`src/rtl/alu_issue_stage_pkg.sv`:
```
// Shared ALU encodings: the R-type opcode, the supported funct codes and the ALU Sel codes.
// decode() maps an instruction to its Sel code and reports whether it is a supported R-type op.
package alu_issue_stage_pkg;

  localparam logic [5:0] OPC_RTYPE  = 6'b000000;

  localparam logic [5:0] FUNCT_ADD  = 6'b100000;
  localparam logic [5:0] FUNCT_SUB  = 6'b100010;
  localparam logic [5:0] FUNCT_AND  = 6'b100100;
  localparam logic [5:0] FUNCT_OR   = 6'b100101;
  localparam logic [5:0] FUNCT_SLT  = 6'b101010;
  localparam logic [5:0] FUNCT_NOR  = 6'b100111;

  localparam logic [3:0] SEL_AND    = 4'b0000;
  localparam logic [3:0] SEL_OR     = 4'b0001;
  localparam logic [3:0] SEL_ADD    = 4'b0010;
  localparam logic [3:0] SEL_SUB    = 4'b0110;
  localparam logic [3:0] SEL_SLT    = 4'b0111;
  localparam logic [3:0] SEL_NOR    = 4'b1100;

  typedef struct packed {
    logic       ok;
    logic [3:0] sel;
  } dec_t;

  function automatic dec_t decode(input logic [5:0] opcode, input logic [5:0] funct);
    dec_t d;
    d.ok  = 1'b0;
    d.sel = SEL_AND;
    if (opcode == OPC_RTYPE) begin
      d.ok = 1'b1;
      case (funct)
        FUNCT_ADD: d.sel = SEL_ADD;
        FUNCT_SUB: d.sel = SEL_SUB;
        FUNCT_AND: d.sel = SEL_AND;
        FUNCT_OR:  d.sel = SEL_OR;
        FUNCT_SLT: d.sel = SEL_SLT;
        FUNCT_NOR: d.sel = SEL_NOR;
        default:   d.ok  = 1'b0;
      endcase
    end
    return d;
  endfunction

endpackage

```
`src/rtl/alu_issue_stage_reg_file.sv`:
```
// Architectural register file: two combinational read ports, one write port on the rising edge.
// Register 0 reads as zero and ignores writes.
module alu_issue_stage_reg_file #(
  parameter int NREGS = 32,
  parameter int XLEN  = 32,
  parameter int AW    = $clog2(NREGS)
) (
  input  logic            clk,
  input  logic            rst,
  input  logic [AW-1:0]   raddr_a,
  output logic [XLEN-1:0] rdata_a,
  input  logic [AW-1:0]   raddr_b,
  output logic [XLEN-1:0] rdata_b,
  input  logic            we,
  input  logic [AW-1:0]   waddr,
  input  logic [XLEN-1:0] wdata
);

  logic [XLEN-1:0] regs [NREGS];

  always_ff @(posedge clk or posedge rst) begin
    if (rst) begin
      for (int i = 0; i < NREGS; i++) regs[i] <= '0;
    end else if (we && (waddr != '0)) begin
      regs[waddr] <= wdata;
    end
  end

  assign rdata_a = (raddr_a == '0) ? '0 : regs[raddr_a];
  assign rdata_b = (raddr_b == '0) ? '0 : regs[raddr_b];

endmodule

```
`src/rtl/alu_issue_stage.sv`:
```
// Issue stage ahead of the ALU: reads rs/rt with write-back forwarding, decodes funct to Sel,
// and holds the operation in a valid/ready output register (1-cycle latency, 1 op/cycle).
module alu_issue_stage
  import alu_issue_stage_pkg::*;
#(
  parameter int NREGS = 32,
  parameter int XLEN  = 32,
  parameter int AW    = $clog2(NREGS)
) (
  input  logic            clk,
  input  logic            rst,
  input  logic            in_valid,
  output logic            in_ready,
  input  logic [31:0]     instr,
  input  logic            wb_en,
  input  logic [AW-1:0]   wb_addr,
  input  logic [XLEN-1:0] wb_data,
  output logic            out_valid,
  input  logic            out_ready,
  output logic [XLEN-1:0] OP1,
  output logic [XLEN-1:0] OP2,
  output logic [3:0]      Sel,
  output logic [AW-1:0]   rd,
  output logic            illegal
);

  logic [AW-1:0]   rs_addr, rt_addr, rd_addr;
  logic [XLEN-1:0] rs_val, rt_val, op1_next, op2_next;
  logic [4:0]      unused_shamt;
  logic            accept, wb_live;
  dec_t            dec;

  assign rs_addr      = instr[21 +: AW];
  assign rt_addr      = instr[16 +: AW];
  assign rd_addr      = instr[11 +: AW];
  assign unused_shamt = instr[10:6];

  assign in_ready = !out_valid || out_ready;
  assign accept   = in_valid && in_ready;
  assign dec      = decode(instr[31:26], instr[5:0]);

  alu_issue_stage_reg_file #(
    .NREGS (NREGS),
    .XLEN  (XLEN),
    .AW    (AW)
  ) u_reg_file (
    .clk     (clk),
    .rst     (rst),
    .raddr_a (rs_addr),
    .rdata_a (rs_val),
    .raddr_b (rt_addr),
    .rdata_b (rt_val),
    .we      (wb_en),
    .waddr   (wb_addr),
    .wdata   (wb_data)
  );

  // A write landing on this same edge must be seen by the instruction issuing now.
  assign wb_live  = wb_en && (wb_addr != '0);
  assign op1_next = (wb_live && (wb_addr == rs_addr)) ? wb_data : rs_val;
  assign op2_next = (wb_live && (wb_addr == rt_addr)) ? wb_data : rt_val;

  always_ff @(posedge clk or posedge rst) begin
    if (rst) begin
      out_valid <= 1'b0;
      OP1       <= '0;
      OP2       <= '0;
      Sel       <= '0;
      rd        <= '0;
      illegal   <= 1'b0;
    end else begin
      illegal <= accept && !dec.ok;
      if (accept && dec.ok) begin
        out_valid <= 1'b1;
        OP1       <= op1_next;
        OP2       <= op2_next;
        Sel       <= dec.sel;
        rd        <= rd_addr;
      end else if (out_ready) begin
        out_valid <= 1'b0;
      end
    end
  end

endmodule

```
`config.mk`:
```
export PLATFORM = sky130hd
export DESIGN_NAME = alu_issue_stage
export DESIGN_NICKNAME = d
export VERILOG_FILES = /design/src/rtl/alu_issue_stage_pkg.sv /design/src/rtl/alu_issue_stage_reg_file.sv /design/src/rtl/alu_issue_stage.sv
export SDC_FILE = /design/constraint.sdc
export NUM_CORES = 2
export LEC_CHECK = 0
export ABC_CLOCK_PERIOD_IN_PS = 45900
export BUFFER_PORTS_ARGS = -buffer_cell sky130_fd_sc_hd__buf_2
export CAP_MARGIN = 25
export CORE_ASPECT_RATIO = 0.7
export CORE_UTILIZATION = 50
export CTS_CLUSTER_DIAMETER = 200
export DETAILED_ROUTE_END_ITERATION = 12
export GPL_ROUTABILITY_DRIVEN = 0
export PLACE_DENSITY = 0.67
export SLEW_MARGIN = 30
export SYNTH_ARGS = -nofsm -noshare
export SYNTH_HDL_FRONTEND = slang
export SYNTH_SLANG_ARGS = --single-unit
```
`constraint.sdc`:
```
create_clock -name clk -period 45.9 [get_ports clk]
set_input_delay 2.295 -clock clk [delete_from_list [all_inputs] [get_ports clk]]
set_output_delay 2.295 -clock clk [all_outputs]
set_load 0.02 [all_outputs]
```
==> results.toml <==
[outcome]
status = "completed"

[layout]
post-route-util_pct = 55.42
final_cell_mix = "1099 x dfrtp_1, 1082 x mux2_2, 388 x mux4_2"
finish.net_count = 3936
fin_area_um2 = 62630
area_growth_pct = 9.591
drive_gt1_share_pct = 49.39
fillers = 9191
final_common_cell = "dfrtp_1"

[global_routing]
grt_max_degree = 181
track_usage_pct = 30.03
grt_pass1_wl_um = 253400
grt_pass1_vias = 36490
grt_antenna_before_repair = 16
gr-total-overflow = 0

[logic_synthesis]
syn_nets = 4019
yosysWarnings = 0
avgSynthCellArea_um2 = 14.49
ys_async_sr_fraction_pct = 100.0
netlist-cell-type-count = 55
synth_edf_count = 0
ys_seq_area_share_pct = 48.12
syn_inst = 3945
synth_top_area_cell = "dfrtp_1"
ys_ff_latch = 1099
ys.flop_type = "dfrtp_1"
yosysTopAreaCellShare_pct = 48.12
synth.area.top_cells = "dfrtp_1 48%, mux2_2 21%, mux4_2 15%"
synth.cell_area_um2 = 57150

[worst_setup_path]
critPathCaptureType = "flip-flop"
crit_chain = "buf_8 -> buf_12 -> buf_4 -> mux2i_1 -> a22o_1 -> a221o_1 -> nor3_1 -> nand3_1 -> a21oi_1"
slowest_delay_ns = 0.88
required_ns = 46.56
crit_path_top_delay_cell = "buf_4"
start_kind = "input pin"
crit_fanout = 134
worst_ep_arrival_time_ns = 6.09
crit_type = "in -> reg"

[power_and_ir_drop]
switching_share_pct = 26.80
power_frac_seq_pct = 47.3
p_leak_nw = 27.90
combPwrFrac_pct = 18.4
p_clk_share_pct = 34.3
p_switching_uw = 717.5
power-per-cell-area_nw_per_um2 = 42.74
internal-power_mw = 1.959
total_power_mw = 2.677
peakVddDrop_uv = 32.14

[clock_network]
cts_buffers = 108
htree_levels = 3
cts_sinks = 1099
cts_buffer_depth = 3
worstSkewPairLatency_ns = 0.73
cts.clk_slew.worst_paths_ns = 0.07
cts_tree = "yes"
cts_root_buffer = "clkbuf_16"
cts_hold_repair.buffers = 0
ctsResizeCount = 0
cts_setup_buffers = 0

[sta]
finalClockSkew_ns = 0.02496
hold_viol_final = 0
fin_crit_ns = 5.433
rsz0062_at_grt = "no"
setup_tns_ns = 0
timing.fmax_mhz = 184.0
finalMaxSlewViolations = 0
fin_crit_sh_pct = 11.84
worstMarginPinSlew_ns = 1.071
finalSetupViolations = 0
relSlewSlack_pct = 28.62

[route]
routed-via-count = 36850
antenna_left = 0
wl_per_cell_um = 31.39
wirelength_um = 171900
drt_pass1_iterations = 7
drt-vias-per-instance = 6.728
drc = 0
drtIter0Drc = 3972

[floorplan]
die-area_um2 = 115700
rows = 103
die_w_um = 406.1
die-height_um = 284.9
io_pins = 150
initial_core_util_pct = 50.57
fp.coreArea_um2 = 113000

[place]
dp_hpwl_um = 100300
dpl_cell_area_um2 = 58790
numPortBuffers = 144

[hold_path]
worstHoldPathType = "reg -> reg"

[run]
maxCapViolations = 0
[state kept, by name, summed over array words and instances (netlist names)]
| signal | count |
|---|---|
| u_reg_file.regs | 1024 |
| rd | 5 |
| Sel | 4 |
| OP2 | 32 |
| illegal | 1 |
| OP1 | 32 |
| out_valid | 1 |
[power by group through the flow]
| stage | Combinational (mW) | Clock, mW | Sequential (mW) |
|---|---|---|---|
| after floorplan | 0.403 | 0 | 1.24 |
| after global placement | 0.477 | 0 | 1.27 |
| after detailed placement | 0.489 | 0 | 1.28 |
| after CTS | 0.491 | 0.934 | 1.26 |
| after global routing | 0.528 | 0.970 | 1.29 |
| final | 0.492 | 0.919 | 1.27 |
[synth_stat cells (all sizes together), types with 2 or more instances]
cell and number:
nor2b 6, o22ai 154, xor2 2, o211ai 32, xnor2 8, nor4b 3
o21ai 8, nand3 39, mux4 388, nand3b 8, a221o 30, nor4 3
nor2 78, a22o 61, dfrtp 1099, nand2b 3, a21oi 65, mux2i 221
buf 227, nand2 79, and3 2, nand4b 3, nor3 34, inv 3
nor3b 7, a22oi 33, clkbuf 212, nand4 4, a211oi 33, mux2 1086
[worst paths after layout]
path | from | to | slack (ns) | cells past startpoint
max | instr[17] | OP2[30]$_DFFE_PP0P_ | 40.47 | 9
min | u_reg_file.regs[1004]$_DFFE_PP0P_ | u_reg_file.regs[1004]$_DFFE_PP0P_ | 0.40 | 0
max reg2reg | out_valid$_DFFE_PP0P_ | OP1[13]$_DFFE_PP0P_ | 42.98 | 8
min reg2reg | u_reg_file.regs[1004]$_DFFE_PP0P_ | u_reg_file.regs[1004]$_DFFE_PP0P_ | 0.40 | 0
max in group asynchronous | rst | u_reg_file.regs[670]$_DFFE_PP0P_ | 40.83 | 6
min in group asynchronous | rst | OP2[12]$_DFFE_PP0P_ | 1.68 | 2
[per-stage QoR]
step | hold WS (ns) | setup slack, ns | std cells
2_1_floorplan | 0.4413 | 12.66 | 3945
3_3_place_gp | 0.3814 | 39.46 | 5267
3_5_place_dp | 0.3836 | 39.43 | 5267
4_1_cts | 0.3981 | 40.22 | 5463
5_1_grt | 0.4087 | 40.27 | 5474
6_report | 0.3982 | 40.47 | 5477
[worst max-delay path, delay by kind of cell]
kind,cells,cell delay (ns)
AOI/OAI and AO/OA,3,0.75
buffers and inverters,3,1.94
muxes,1,0.16
and+or+nand+nor,2,0.57
[metal layers]
layer / GRT usage [%] / vias up / wire (µm)
met2: 40.78 / 1605 / 71670
met4: 7.849 / 16 / 4277
li1: - / 15000 / -
met1: 46.85 / 19970 / 78830
met5: 0 / - / 125
met3: 8.575 / 258 / 17010
[cell families after synthesis]
group / share of synthesized area (%)
XOR/XNOR: 0.1533
buffers and inverters: 3.652
multiplexers: 40.56
flip-flops: 48.12
AND/OR/NAND/NOR: 2.354
AO/OA/AOI/OAI: 5.160
[area by class of cell]
cell class / count / area, µm² / area share, %
Multi-Input combinational cell: 2404 / 27830 / 44.44
Sequential cell: 1099 / 27500 / 43.91
Clock buffer: 153 / 3163 / 5.050
Tap cell: 1522 / 1904 / 3.041
Timing Repair Buffer: 246 / 1710 / 2.731
Clock inverter: 43 / 481.7 / 0.7691
Inverter: 3 / 18.77 / 0.02997
Antenna cell: 7 / 17.52 / 0.02797
Power figures use the tool's default switching activity.
